==> src/rtl/inst_type_encoder.sv <==
// inst_type_encoder: assembles an RV32I instruction word from a type index
// and operand fields, strobes it out, then shows it on active-low LEDs one
// nibble at a time, most significant nibble first.
//
// Handshake: a request is accepted on a rising edge where in_valid and
// in_ready are both high; in_ready is high only in IDLE, and in_valid is
// ignored at any other time (nothing is queued).
module inst_type_encoder #(
  parameter int DELAY_COUNT = 50_000_000
) (
  input  logic        clk,
  input  logic        rst_n,
  input  logic        in_valid,
  output logic        in_ready,
  input  logic [3:0]  type_sel,
  input  logic [4:0]  rd,
  input  logic [4:0]  rs1,
  input  logic [4:0]  rs2,
  input  logic [2:0]  funct3,
  input  logic [6:0]  funct7,
  input  logic [31:0] imm,
  output logic [31:0] inst,
  output logic        inst_valid,
  output logic        err,
  output logic [3:0]  led,
  output logic [1:0]  state_dbg
);

  localparam int CW = (DELAY_COUNT > 1) ? $clog2(DELAY_COUNT) : 1;
  localparam logic [CW-1:0] CNT_LAST = CW'(DELAY_COUNT - 1);

  localparam logic [1:0] S_IDLE   = 2'd0;
  localparam logic [1:0] S_ENCODE = 2'd1;
  localparam logic [1:0] S_SHOW   = 2'd2;

  logic [1:0]    state;
  logic [CW-1:0] cnt;
  logic [2:0]    idx;

  // Request fields captured on the accept edge
  logic [3:0]  type_q;
  logic [4:0]  rd_q;
  logic [4:0]  rs1_q;
  logic [4:0]  rs2_q;
  logic [2:0]  f3_q;
  logic [6:0]  f7_q;
  logic [31:0] imm_q;

  logic [31:0] enc;
  logic        enc_legal;

  assign state_dbg = state;

  // Capture the request only when it is accepted so later input changes are ignored
  always_ff @(posedge clk or negedge rst_n) begin
    if (!rst_n) begin
      type_q <= 4'd0;
      rd_q   <= 5'd0;
      rs1_q  <= 5'd0;
      rs2_q  <= 5'd0;
      f3_q   <= 3'd0;
      f7_q   <= 7'd0;
      imm_q  <= 32'd0;
    end else if (state == S_IDLE && in_valid) begin
      type_q <= type_sel;
      rd_q   <= rd;
      rs1_q  <= rs1;
      rs2_q  <= rs2;
      f3_q   <= funct3;
      f7_q   <= funct7;
      imm_q  <= imm;
    end
  end

  // Instruction word assembly from the captured fields
  always_comb begin
    enc       = 32'd0;
    enc_legal = 1'b1;
    case (type_q)
      4'd0: enc = {f7_q, rs2_q, rs1_q, f3_q, rd_q, 7'b0110011};
      4'd1: enc = {imm_q[11:0], rs1_q, f3_q, rd_q, 7'b0010011};
      4'd2: enc = {imm_q[11:5], rs2_q, rs1_q, f3_q, imm_q[4:0], 7'b0100011};
      4'd3: enc = {imm_q[11:0], rs1_q, f3_q, rd_q, 7'b0000011};
      4'd4: enc = {imm_q[12], imm_q[10:5], rs2_q, rs1_q, f3_q,
                   imm_q[4:1], imm_q[11], 7'b1100011};
      4'd5: enc = {imm_q[20], imm_q[10:1], imm_q[11], imm_q[19:12],
                   rd_q, 7'b1101111};
      // JALR always carries funct3 = 000
      4'd6: enc = {imm_q[11:0], rs1_q, 3'b000, rd_q, 7'b1100111};
      4'd7: enc = {imm_q[31:12], rd_q, 7'b0110111};
      4'd8: enc = {imm_q[31:12], rd_q, 7'b0010111};
      default: enc_legal = 1'b0;
    endcase
  end

  // Control FSM: accept, encode for one cycle, then walk the nibbles on the LEDs
  always_ff @(posedge clk or negedge rst_n) begin
    if (!rst_n) begin
      state      <= S_IDLE;
      in_ready   <= 1'b1;
      inst       <= 32'd0;
      inst_valid <= 1'b0;
      err        <= 1'b0;
      led        <= 4'hF;
      cnt        <= '0;
      idx        <= 3'd0;
    end else begin
      inst_valid <= 1'b0;
      err        <= 1'b0;
      case (state)
        S_IDLE: begin
          if (in_valid) begin
            state    <= S_ENCODE;
            in_ready <= 1'b0;
          end
        end
        S_ENCODE: begin
          if (enc_legal) begin
            inst       <= enc;
            inst_valid <= 1'b1;
            state      <= S_SHOW;
            idx        <= 3'd7;
            cnt        <= '0;
            led        <= ~enc[31:28];
          end else begin
            err      <= 1'b1;
            state    <= S_IDLE;
            in_ready <= 1'b1;
          end
        end
        S_SHOW: begin
          if (cnt == CNT_LAST) begin
            cnt <= '0;
            if (idx == 3'd0) begin
              state    <= S_IDLE;
              in_ready <= 1'b1;
              led      <= 4'hF;
            end else begin
              idx <= idx - 3'd1;
              led <= ~inst[{idx - 3'd1, 2'b00} +: 4];
            end
          end else begin
            cnt <= cnt + 1'b1;
          end
        end
        default: begin
          state    <= S_IDLE;
          in_ready <= 1'b1;
          led      <= 4'hF;
        end
      endcase
    end
  end

endmodule

==> config.mk <==
export PLATFORM = sky130hd
export DESIGN_NAME = inst_type_encoder
export DESIGN_NICKNAME = d
export VERILOG_FILES = /design/src/rtl/inst_type_encoder.sv
export SDC_FILE = /design/constraint.sdc
export NUM_CORES = 1
export LEC_CHECK = 0
export ABC_AREA = 1
export BUFFER_PORTS_ARGS = -buffer_cell sky130_fd_sc_hd__buf_2
export CORE_ASPECT_RATIO = 0.6
export CORE_MARGIN = 2
export CORE_UTILIZATION = 47
export CTS_CLUSTER_SIZE = 16
export DETAILED_ROUTE_END_ITERATION = 16
export GPL_ROUTABILITY_DRIVEN = 1
export PLACE_DENSITY = 0.67
export SETUP_SLACK_MARGIN = 0.15
export SLEW_MARGIN = 20
export SYNTH_ARGS = -nofsm -noshare
export SYNTH_HDL_FRONTEND = slang
export SYNTH_SLANG_ARGS = --single-unit
==> constraint.sdc <==
create_clock -name clk -period 4.4 [get_ports clk]
set_input_delay 0.66 -clock clk [delete_from_list [all_inputs] [get_ports clk]]
set_output_delay 0.66 -clock clk [all_outputs]
set_load 0.005 [all_outputs]
* Word-level counts from Yosys, hierarchy flattened
Cells that the tools add are included.
Cells by class: add/sub/neg operators 2, eq/ne operators 17, shifts and indexed selects 1, mux-type cells 27, bitwise logic cells 3, reduce and logical (&&, ||, !) cells 12
Operators by type and width (number):
- $pmux 32 s9 | 1
- $mux 26 | 2
- $pmux 26 s2 | 1
- $shiftx 32x6->4 | 1
- $add 26x1->26 const B | 1
- $eq 26x26->1 const B | 1
- $eq 4x3->1 const B | 4
- $mux 4 | 3
- $ne 2x2->1 const B | 6
- $pmux 4 s3 | 1
- $mux 1 | 9
- $mux 3 | 3
- $reduce_or 9->1 | 1
- $eq 4x2->1 const B | 2
- $mux 2 | 4
- $not 4->4 | 2
- $reduce_and 4->1 | 2
- $pmux 2 s3 | 1
- $pmux 3 s2 | 1
- $reduce_and 3->1 | 2
- $eq 4x1->1 const B | 1
- $eq 4x4->1 const B | 1
- $logic_not 4->1 | 1
- $reduce_and 2->1 | 2
- 9 further kinds | 9
Word-level totals: bits in registers 131, bits of input ports 64, output and inout bits 41, word-level logic and storage cells 77

* Logic depth before layout (Yosys ltp)
Gate-level depths: netlist (run 1).
depth in word-level cells 6, depth in mapped cells 13, depth with buffers taken out 11

* Least setup slack after synthesis (run 1)
Ideal clock, no wire load.
path kind reg-to-reg, start point register idx[0], end point register led[0], setup time 76 ps, arrival time 1872 ps, setup slack 2452 ps, cell stages (with the launch flop) 14, buffers on the path 2, period minus slack after synthesis 1948 ps, cell sequence dfrtp_1 inv_1 clkbuf_1 ha_1 clkbuf_1 inv_1 nand3_1 nand3_1 nand2_1 nand2_1 nand2_1 nand3_1 nand2_1 nand2_1
Between the ends: word-level cells in the longest chain between the ends 6, elaborated cells between the ends (all ways) 7, those cells by class add/sub (1); shift (1); mux (3); bitwise (1); reduce/logical (1)
Ends and longest elaborated chain:
- start, declared | line 38 | logic [2:0] idx;
- start signal, assigned | line 139 | idx <= idx - 3'd1;
- $sub 3x1->3 | line 140 | led <= ~inst[{idx - 3'd1, 2'b00} +: 4];
- $shiftx 32x6->4 | line 140
- $not 4->4 | line 140
- $mux 4 * | line 134 | if (idx == 3'd0) begin
- $mux 4 * | line 132 | if (cnt == CNT_LAST) begin
- $pmux 4 s3 * | line 110 | case (state)
- end signal, assigned | line 124 | led <= ~enc[31:28];
- end signal, assigned | line 140
- end, declared | line 25 | output logic [3:0] led,
Mark *: on every way between the ends. The rest lies on a longest branch, timed or not. The select of a mux whose other input is x is not followed. A chain may end at the register's enable or synchronous reset.

* Final worst setup path (run 1)
Ends and elaborated chain as after synthesis.

==> impl_metrics.yaml, run 1 <==
status:
  status: "complete, no violations"
power_and_ir_drop:
  ir_drop_v: 0.0002420
  power.density_nw_per_um2: 359.7
  leakagePower_nw: 4.133
timing:
  finalCritPeriodShare_pct: 52.96
  hold_viol_final: 0
  worstMarginPinSlew_ns: 1.012
  setup_viol: 0
  slew_headroom_pct: 32.51
  finClkSkew_ns: 0.009789
  rsz0062_at_grt: "false"
  fmax_mhz: 429.2
  period_minus_slack_ns: 2.330
  setup_tns_ns: 0
  worst_slack_ns: 2.070
  maxSlewViolCount: 0
final_layout:
  nNetsFinal: 973
  design_area_sq_um: 7766
  fillCellCount: 1298
  antennaDiodeCount: 0
  layout-area-overhead-vs-synth_pct: 20.22
  final_util_pct: 57.34
  final_cell_count_no_fill: 1091
  drive_above_1_share_pct: 21.29
worst_setup_path:
  worst_path_most_repeated_cell: "nand2_1"
  cp.arrival_ns: 2.67
  worstPathCellList: "buf_4, inv_1, ha_1, inv_1, nand3_1, nand3_1, nand2_1, nand2_1, nand2_1, nand3_1, nand2_1, nand2_1"
  crit_fanout: 22
  crit_required_ns: 4.74
  endpoint_kind: "register"
  crit_family: "buffers and inverters"
  crit_slowest_cell: "ha_1"
  cp.buffers_inverters: 3
  start_kind: "register"
  slowest_delay_ns: 0.56
  critical_path_class: "register to register"
routing:
  totalWireLength_um: 17130
  drcViolationCount: 0
  drtIter0Drc: 558
  drt-pass1-iter-count: 6
  viasPerCell: 5.161
  vias: 5631
  ant_nets: 0
  wl_per_cell_um: 15.70
global_route:
  grt_max_degree: 94
  antenna_found_initial: 0
  grt_pass1_wl_um: 27940
  grt_usage_pct: 24.65
  overflow: 0
  grt_pass1_vias: 5274
job:
  drv_cap: 0
min_path:
  holdCritPathClass: "primary input to async pin"
cts:
  clk_latency_ns: 0.41
  htree_levels: 4
  cts_root_buffer: "clkbuf_16"
  cts_hold_buf: 0
  cts_tree: "done"
  clk_pin_slew_worst_paths_ns: 0.06
  cts.sinks: 130
  cts_resized: 0
  cts_buffer_depth: 2
  postCtsSetupBuffers: 0
  cts_buffers: 17
logic_synthesis:
  syn_area_per_cell_sq_um: 8.065
  yosysWarnings: 0
  seq_area_frac_synth_pct: 50.46
  yosys_register_bits: 130
  synth_area_leaders: "dfrtp_1 (48%), nand2_1 (12%), nor2_1 (5.3%)"
  synth_top_area_share_pct: 48.42
  synthTopCellsByCount: "nand2_1 (212), dfrtp_1 (125), nor2_1 (91)"
  syn_inst: 801
  synth_nets: 871
  synth_edf_count: 0
  yosys.area.top_type: "dfrtp_1"
  syn-cell-area_sq_um: 6460
  yosysMostFrequentCell: "nand2_1"
  ys.flop_type: "dfrtp_1"
  synth.distinct_cells: 31
  ys_async_sr_fraction_pct: 100.0
placement:
  place_congestion: 0.9482
  dpl.hpwl_um: 12540
  port_buffers: 104
  post-place-cells: 1059
  postPlaceCellArea_sq_um: 7126
  dp_slack_ns: 2.136
floorplan:
  die-area_sq_um: 14730
  fp.dieW_um: 155.4
  io_pins: 105
  die_h_um: 94.81
  std_cell_rows: 33
  core_sq_um: 13540
  initial_core_util_pct: 47.70
-- power by group --
group / switching (mW) / total (mW) / internal, mW
logic: 0.0316 / 0.0527 / 0.0210
clock network: 0.572 / 1.54 / 0.973
registers: 0 / 1.20 / 1.20
total: 0.604 / 2.79 / 2.19
-- flip-flops by register name (all words and copies together), names as in the netlist, 4 cells and up --
name	cells
rs2_q	5
f7_q	7
rd_q	5
type_q	4
rs1_q	5
inst	31
imm_q	32
cnt	26
led	4
-- stage by stage --
stage	power (mW)	hold WS [ns]
2_1_floorplan	1.218	0.3644
3_3_place_gp	1.272	0.4597
3_5_place_dp	1.272	0.4666
4_1_cts	2.814	0.3796
5_1_grt	2.885	0.4159
6_report	2.793	0.3400
-- cells in the final DEF, fill, tap and decap left out, drive strengths merged --
| cell | count |
|---|---|
| nor4 | 1 |
| bufinv | 4 |
| ha | 6 |
| xor2 | 7 |
| mux2 | 29 |
| nand3 | 57 |
| nor2 | 98 |
| nand2 | 217 |
| o21ai | 49 |
| a21oi | 55 |
| dfrtp | 125 |
| buf | 108 |
| nand4 | 10 |
| dfstp | 5 |
| o211ai | 1 |
| o22ai | 8 |
| clkinvlp | 2 |
| nor3 | 12 |
| xnor2 | 1 |
| a21boi | 1 |
| or2 | 1 |
| clkinv | 4 |
| inv | 97 |
| clkbuf | 18 |
-- path summary, 6_finish.rpt --
kind	cells after the start	endpoint	start	slack, ns
min in group clk	2	imm_q[5]	imm[5]	0.47
worst min-delay path	1	imm_q[25]	rst_n	0.34
worst max-delay path	12	led[0]	idx[0]	2.07
worst min register to register	2	led[1]	led[1]	0.48
max in group asynchronous	2	led[0]	rst_n	2.99
worst max register to register	12	led[0]	idx[0]	2.07
-- final cells by class --
| cell class | instances | area, sq um | area share, % |
|---|---|---|---|
| clock buffers | 18 | 439.2 | 5.655 |
| repair buffers | 108 | 553.0 | 7.121 |
| clock inverters | 14 | 201.4 | 2.594 |
| inverters | 93 | 354.1 | 4.559 |
| well taps | 175 | 219.0 | 2.819 |
| multi-input cells | 553 | 2740 | 35.28 |
| flip-flops and latches | 130 | 3259 | 41.97 |
-- cell families (layout without fill, tap and decap cells) --
family / count (synthesis) / count (layout) / synth area share [%]
AND/OR/NAND/NOR: 396 / 396 / 25.82
flip-flops: 130 / 130 / 50.46
buffers and inverters: 118 / 233 / 7.302
AO/OA/AOI/OAI: 114 / 114 / 9.123
multiplexers: 29 / 29 / 5.055
XOR/XNOR: 8 / 8 / 1.085
adder cells (fa/ha/maj): 6 / 6 / 1.162
-- per-layer routing --
metal  track usage, %  share of wire, %  up-vias
met2            33.04                38      205
met3            6.012               7.8       15
met5                0                 0        -
met4            4.893              0.74        0
li1                 -                 -     2776
met1            39.66                53     2635
No activity file was read; power rests on OpenSTA's default activity.
==> run 2, diff against run 1 <==
--- a/config.mk
+++ b/config.mk
@@ -5,7 +5,7 @@
 export SDC_FILE = /design/constraint.sdc
 export NUM_CORES = 1
 export LEC_CHECK = 0
-export ABC_AREA = 1
+export ABC_AREA = 0
 export BUFFER_PORTS_ARGS = -buffer_cell sky130_fd_sc_hd__buf_2
 export CORE_ASPECT_RATIO = 0.6
 export CORE_MARGIN = 2
==> constraint.sdc (replaced) <==
create_clock -name clk -period 2.2 [get_ports clk]
set_input_delay 0.33 -clock clk [delete_from_list [all_inputs] [get_ports clk]]
set_output_delay 0.33 -clock clk [all_outputs]
set_load 0.005 [all_outputs]
==> impl_metrics.yaml, run 2 <==
worst_setup_path:
  crit_slowest_cell: "or4_4"
  worstSetupEndpoint: "cnt[0]"
  cp.arrival_ns: 2.53
  start_kind: "register"
  critical_path_class: "register to register"
  r2r_start: "cnt[8]"
  crit_required_ns: 2.50
  worstSetupStartpoint: "cnt[8]"
  cp.depth: 5
  endpoint_kind: "register"
  worstRegToRegCells: 5
  r2r_end: "cnt[0]"
  crit_family: "simple AND/OR/NAND/NOR gates"
  slowest_delay_ns: 0.57
  crit_fanout: 5
  rrSetupSlack_ns: -0.03
  worstPathCellList: "or4_4, or4_4, o21ai_4, nor2_2, mux2_2"
  worst_path_most_repeated_cell: "or4_4"
  cp.buffers_inverters: 0
power_and_ir_drop:
  leakagePower_nw: 4.012
  ir_drop_v: 0.0004436
  seq_power_share_pct: 45.6
  p_int_mw: 4.037
  power.density_nw_per_um2: 632.9
  combPwrFrac_pct: 2.2
  p_sw_share_pct: 23.03
  clock_power_share_pct: 52.2
  switchingPower_mw: 1.208
timing:
  finalCritPeriodShare_pct: 101.6
  rsz0062_at_grt: "true"
  slew_headroom_pct: 63.24
  hold_viol_final: 0
  worst_slack_ns: -0.03443
  maxSlewViolCount: 0
  finClkSkew_ns: 0.008744
  fmax_mhz: 447.5
  setup_viol: 3
  setup_tns_ns: -0.09253
  period_minus_slack_ns: 2.234
  worstMarginPinSlew_ns: 0.5513
global_route:
  grt-busiest-layer: "met1"
  grt_max_degree: 47
  grt_use_met3_pct: 7.848
  grt_pass1_vias: 5304
  globalRouteMet2Util_pct: 37.07
  overflow: 0
  grt_use_met1_pct: 37.80
  grt_pass1_wl_um: 28640
  antenna_found_initial: 0
  grt_usage_pct: 25.61
final_layout:
  fillCellCount: 1110
  top_register: "imm_q"
  drive_above_1_share_pct: 41.36
  final_common_cell: "dfrtp_1"
  largestRegisters: "imm_q x32, inst x31, cnt x26"
  layout_common_cells: "dfrtp_1 (122), buf_2 (103), mux2_2 (64), nor2_1 (54), buf_4 (52)"
  design_area_sq_um: 8287
  final_util_pct: 61.38
  nNetsFinal: 809
  largest_reg_flops: 32
  layout-area-overhead-vs-synth_pct: 28.90
  final_cell_count_no_fill: 928
cts:
  htree_levels: 4
  clk_latency_ns: 0.42
  cts.sinks: 130
  clk_pin_slew_worst_paths_ns: 0.06
  cts_buffers: 17
  cts_root_buffer: "clkbuf_16"
  cts_tree: "done"
  cts_buffer_depth: 2
routing:
  wl_per_cell_um: 19.64
  drt-pass1-iter-count: 6
  totalWireLength_um: 18230
  viasPerCell: 5.744
  vias: 5330
  drcViolationCount: 0
  ant_nets: 0
  drtIter0Drc: 440
floorplan:
  die-area_sq_um: 14660
  core_sq_um: 13500
  die_h_um: 94.59
  io_pins: 105
  initial_core_util_pct: 47.61
  std_cell_rows: 33
  fp.dieW_um: 155.0
logic_synthesis:
  yosysMostFrequentCell: "dfrtp_1"
  seq_area_frac_synth_pct: 50.70
  ys.flop_type: "dfrtp_1"
  synth_edf_count: 0
  synth_area_leaders: "dfrtp_1 (49%), mux2_2 (11%), nor2_1 (3.2%)"
  syn_area_per_cell_sq_um: 10.95
  syn-cell-area_sq_um: 6429
  synth_top_area_share_pct: 48.66
  syn_inst: 587
  synthTopCellsByCount: "dfrtp_1 (125), mux2_2 (64), nor2_1 (55)"
  synth_nets: 657
  ys_async_sr_fraction_pct: 100.0
  yosys_register_bits: 130
  yosysWarnings: 0
  synth.distinct_cells: 56
  yosys.area.top_type: "dfrtp_1"
min_path:
  min_from: "rd[2]"
  holdCritPathClass: "primary input to register"
placement:
  port_buffers: 104
  dpl.hpwl_um: 13180
  place_congestion: 0.8785
  dp_slack_ns: 0.01109
  postPlaceCellArea_sq_um: 7508
  post-place-cells: 884
status:
  violations: "negative setup slack"
  status: "finished, violations left"
job:
  drv_cap: 0
[run 2: cell types whose count changed in the layout (fill, tap and decap cells not counted), moves of 7 or more]
cell	previous run	this run
a22o_1	0	7
mux2i_1	0	15
inv_1	90	11
nor2b_1	0	10
buf_4	5	52
a22oi_1	0	16
a31oi_1	0	9
mux2_2	29	64
o22ai_1	8	0
nand2_1	211	40
o21ai_0	43	17
nand3_1	55	17
nor2_1	91	54
a21oi_1	53	35
[run 2: area by class of cell]
class | count | area [sq um] | share of cell area (%)
clock buffers | 18 | 439.2 | 5.300
well taps | 175 | 219.0 | 2.642
repair buffers | 165 | 1052 | 12.70
clock inverters | 14 | 131.4 | 1.585
flip-flops and latches | 130 | 3263 | 39.38
inverters | 13 | 51.30 | 0.6191
diodes | 1 | 2.502 | 0.03020
multi-input cells | 412 | 3128 | 37.75
[run 2: power by group through the flow]
stage	clock network [mW]	registers [mW]	logic (mW)
finish	2.74	2.39	0.116
detailed placement	0	2.43	0.118
global placement	0	2.43	0.114
CTS	2.76	2.39	0.120
floorplan	0	2.44	0.00126
global route	2.88	2.39	0.133
[run 2: kinds of logic (layout without fill, tap and decap cells)]
logic type / count (synthesis) / in the layout / synth area share (%)
and+or+nand+nor: 175 / 175 / 13.47
DFF: 130 / 130 / 50.70
AOI/OAI and AO/OA: 128 / 128 / 13.78
muxes: 85 / 85 / 15.65
buffers and inverters: 45 / 210 / 2.783
xor gates and xnor gates: 18 / 18 / 2.452
adders and majority gates: 6 / 6 / 1.168
other: 0 / 1 / 0
[run 2: per-layer routing]
layer,vias to the layer above,share of wire [%]
met5,-,0
met4,0,1.0
met3,20,9.2
met2,214,42
met1,2635,48
li1,2461,-
[run 2: how the worst min path moves through the flow]
stage	end	slack, ns	cells past startpoint
2_1_floorplan	cnt[0]	0.03	0
3_3_place_gp	cnt[13]	0.34	1
3_5_place_dp	cnt[12]	0.34	1
4_1_cts	rd_q[4]	0.13	2
5_1_grt	imm_q[4]	0.13	2
6_report	rd_q[2]	0.14	2
[run 2: metrics by stage]
step	power (mW)	hold WS, ns
after floorplan	2.437	0.03441
after global placement	2.549	0.3426
after detailed placement	2.553	0.3388
after CTS	5.271	0.1310
after global routing	5.405	0.1316
final	5.245	0.1353
[run 2: timing repair]
item / CTS / global route
buffers inserted: 1 / 8
resized for setup: 8 / 26
pin swaps: 2 / 14
gates cloned: 0 / 1
hold endpoints to repair: 30 / 0
hold buffers: 1 / 0
endpoints found under the setup margin: 31 / 36
==> run 3, diff against run 2 <==
==> constraint.sdc (replaced) <==
create_clock -name clk -period 2.2 [get_ports clk]
set_input_delay 0.55 -clock clk [delete_from_list [all_inputs] [get_ports clk]]
set_output_delay 0.55 -clock clk [all_outputs]
set_load 0.005 [all_outputs]
==> impl_metrics.yaml, run 3 (synthesis gave the netlist of run 2 again) <==
global_route:
  overflow: 0
  grt-busiest-layer: "met1"
  antenna_found_initial: 0
  globalRouteMet2Util_pct: 36.78
  grt_usage_pct: 26.37
  grt_use_met1_pct: 38.86
  grt_pass1_vias: 5444
  grt_pass1_wl_um: 29370
  grt_max_degree: 50
  grt_use_met3_pct: 8.582
timing:
  holdWs_ns: 0.04986
  worstMarginPinSlew_ns: 0.5144
  slew_headroom_pct: 65.44
  maxSlewViolCount: 0
  period_minus_slack_ns: 2.167
  hold_viol_final: 0
  finClkSkew_ns: 0.007917
  setup_viol: 0
  rsz0062_at_grt: "true"
  fmax_mhz: 461.5
  finalCritPeriodShare_pct: 98.49
power_and_ir_drop:
  ir_drop_v: 0.0003320
  p_total_mw: 5.461
  power.density_nw_per_um2: 658.8
  leakagePower_nw: 4.033
final_layout:
  largestRegisters: "imm_q x32, inst x31, cnt x26"
  layout-area-overhead-vs-synth_pct: 28.94
  nNetsFinal: 807
  antennaDiodeCount: 0
  layout_common_cells: "dfrtp_1 (122), buf_2 (103), mux2_2 (64), nor2_1 (54), buf_4 (52)"
  final_common_cell: "dfrtp_1"
  top_register: "imm_q"
  fillCellCount: 1080
  design_area_sq_um: 8289
  drive_above_1_share_pct: 41.07
  largest_reg_flops: 32
  final_util_pct: 61.39
worst_setup_path:
  cp.arrival_ns: 2.47
  cp.depth: 5
  critical_path_class: "register to register"
  endpoint_kind: "register"
  slowest_delay_ns: 0.57
  crit_required_ns: 2.50
  crit_slowest_cell: "or4_4"
  cp.buffers_inverters: 0
  worstRegToRegCells: 5
  crit_family: "simple AND/OR/NAND/NOR gates"
  crit_fanout: 5
  start_kind: "register"
  worstPathCellList: "or4b_4, or4_4, o21ai_4, nor2_2, mux2_2"
routing:
  drcViolationCount: 0
  totalWireLength_um: 18100
  ant_nets: 0
  drtIter0Drc: 394
  viasPerCell: 5.841
  vias: 5403
  wl_per_cell_um: 19.56
  drt-pass1-iter-count: 5
cts:
  clk_latency_ns: 0.42
  clk_pin_slew_worst_paths_ns: 0.06
  cts.sinks: 130
  cts_hold_buf: 0
  cts_tree: "done"
  cts_root_buffer: "clkbuf_16"
  cts_buffer_depth: 2
  htree_levels: 4
  cts_buffers: 17
placement:
  postPlaceCellArea_sq_um: 7521
  dpl.hpwl_um: 13230
  place_congestion: 0.9289
  port_buffers: 104
min_path:
  holdCritPathClass: "primary input to async pin"
floorplan:
  std_cell_rows: 33
  core_sq_um: 13500
  initial_core_util_pct: 47.61
  fp.dieW_um: 155.0
  die_h_um: 94.59
  die-area_sq_um: 14660
  io_pins: 105
job:
  drv_cap: 0
status:
  status: "complete, no violations"
-- run 3: path summary, 6_finish.rpt --
path                            from   endpoint  slack, ns
setup / recovery             cnt[18]     cnt[0]       0.03
max in group asynchronous      rst_n  type_q[0]       1.51
min in group clk             imm[27]  imm_q[27]       0.36
setup reg to reg             cnt[18]     cnt[0]       0.03
hold / removal                 rst_n    cnt[12]       0.05
hold reg to reg            imm_q[13]  imm_q[13]       0.51
-- run 3: metrics by stage --
step,instances,TNS (ns),setup WS [ns]
2_1_floorplan,587,0,0.04744
3_3_place_gp,884,0,0.03550
3_5_place_dp,884,0,0.01497
4_1_cts,919,0,0.04337
5_1_grt,925,-0.1197,-0.03464
6_report,925,0,0.03326
-- run 3: power breakdown --
| group | switching [mW] | internal, mW | total, mW |
|---|---|---|---|
| Combinational | 0.0668 | 0.0498 | 0.117 |
| Clock | 1.13 | 1.83 | 2.95 |
| Sequential | 0 | 2.39 | 2.39 |
| Total | 1.19 | 4.27 | 5.46 |
-- run 3: routing by layer --
metal  vias up  share of wire, %
li1       2449                 -
met5         -                 0
met1      2695                48
met2       230                42
met3        29               9.1
met4         0               1.5
-- run 3: timing repair --
item                       4_1_cts  5_1_grt
setup buffers                    3        6
gates cloned                     0        0
setup endpoints to repair       21       38
resized for setup               10       15
pin swaps                        6        4
-- run 3: final cells by class --
type	count	area, sq um	share of cell area [%]
clock buffers	18	439.2	5.298
well taps	175	219.0	2.642
repair buffers	163	1040	12.54
inverters	13	51.30	0.6189
clock inverters	14	177.7	2.143
flip-flops and latches	130	3263	39.37
multi-input cells	412	3099	37.39
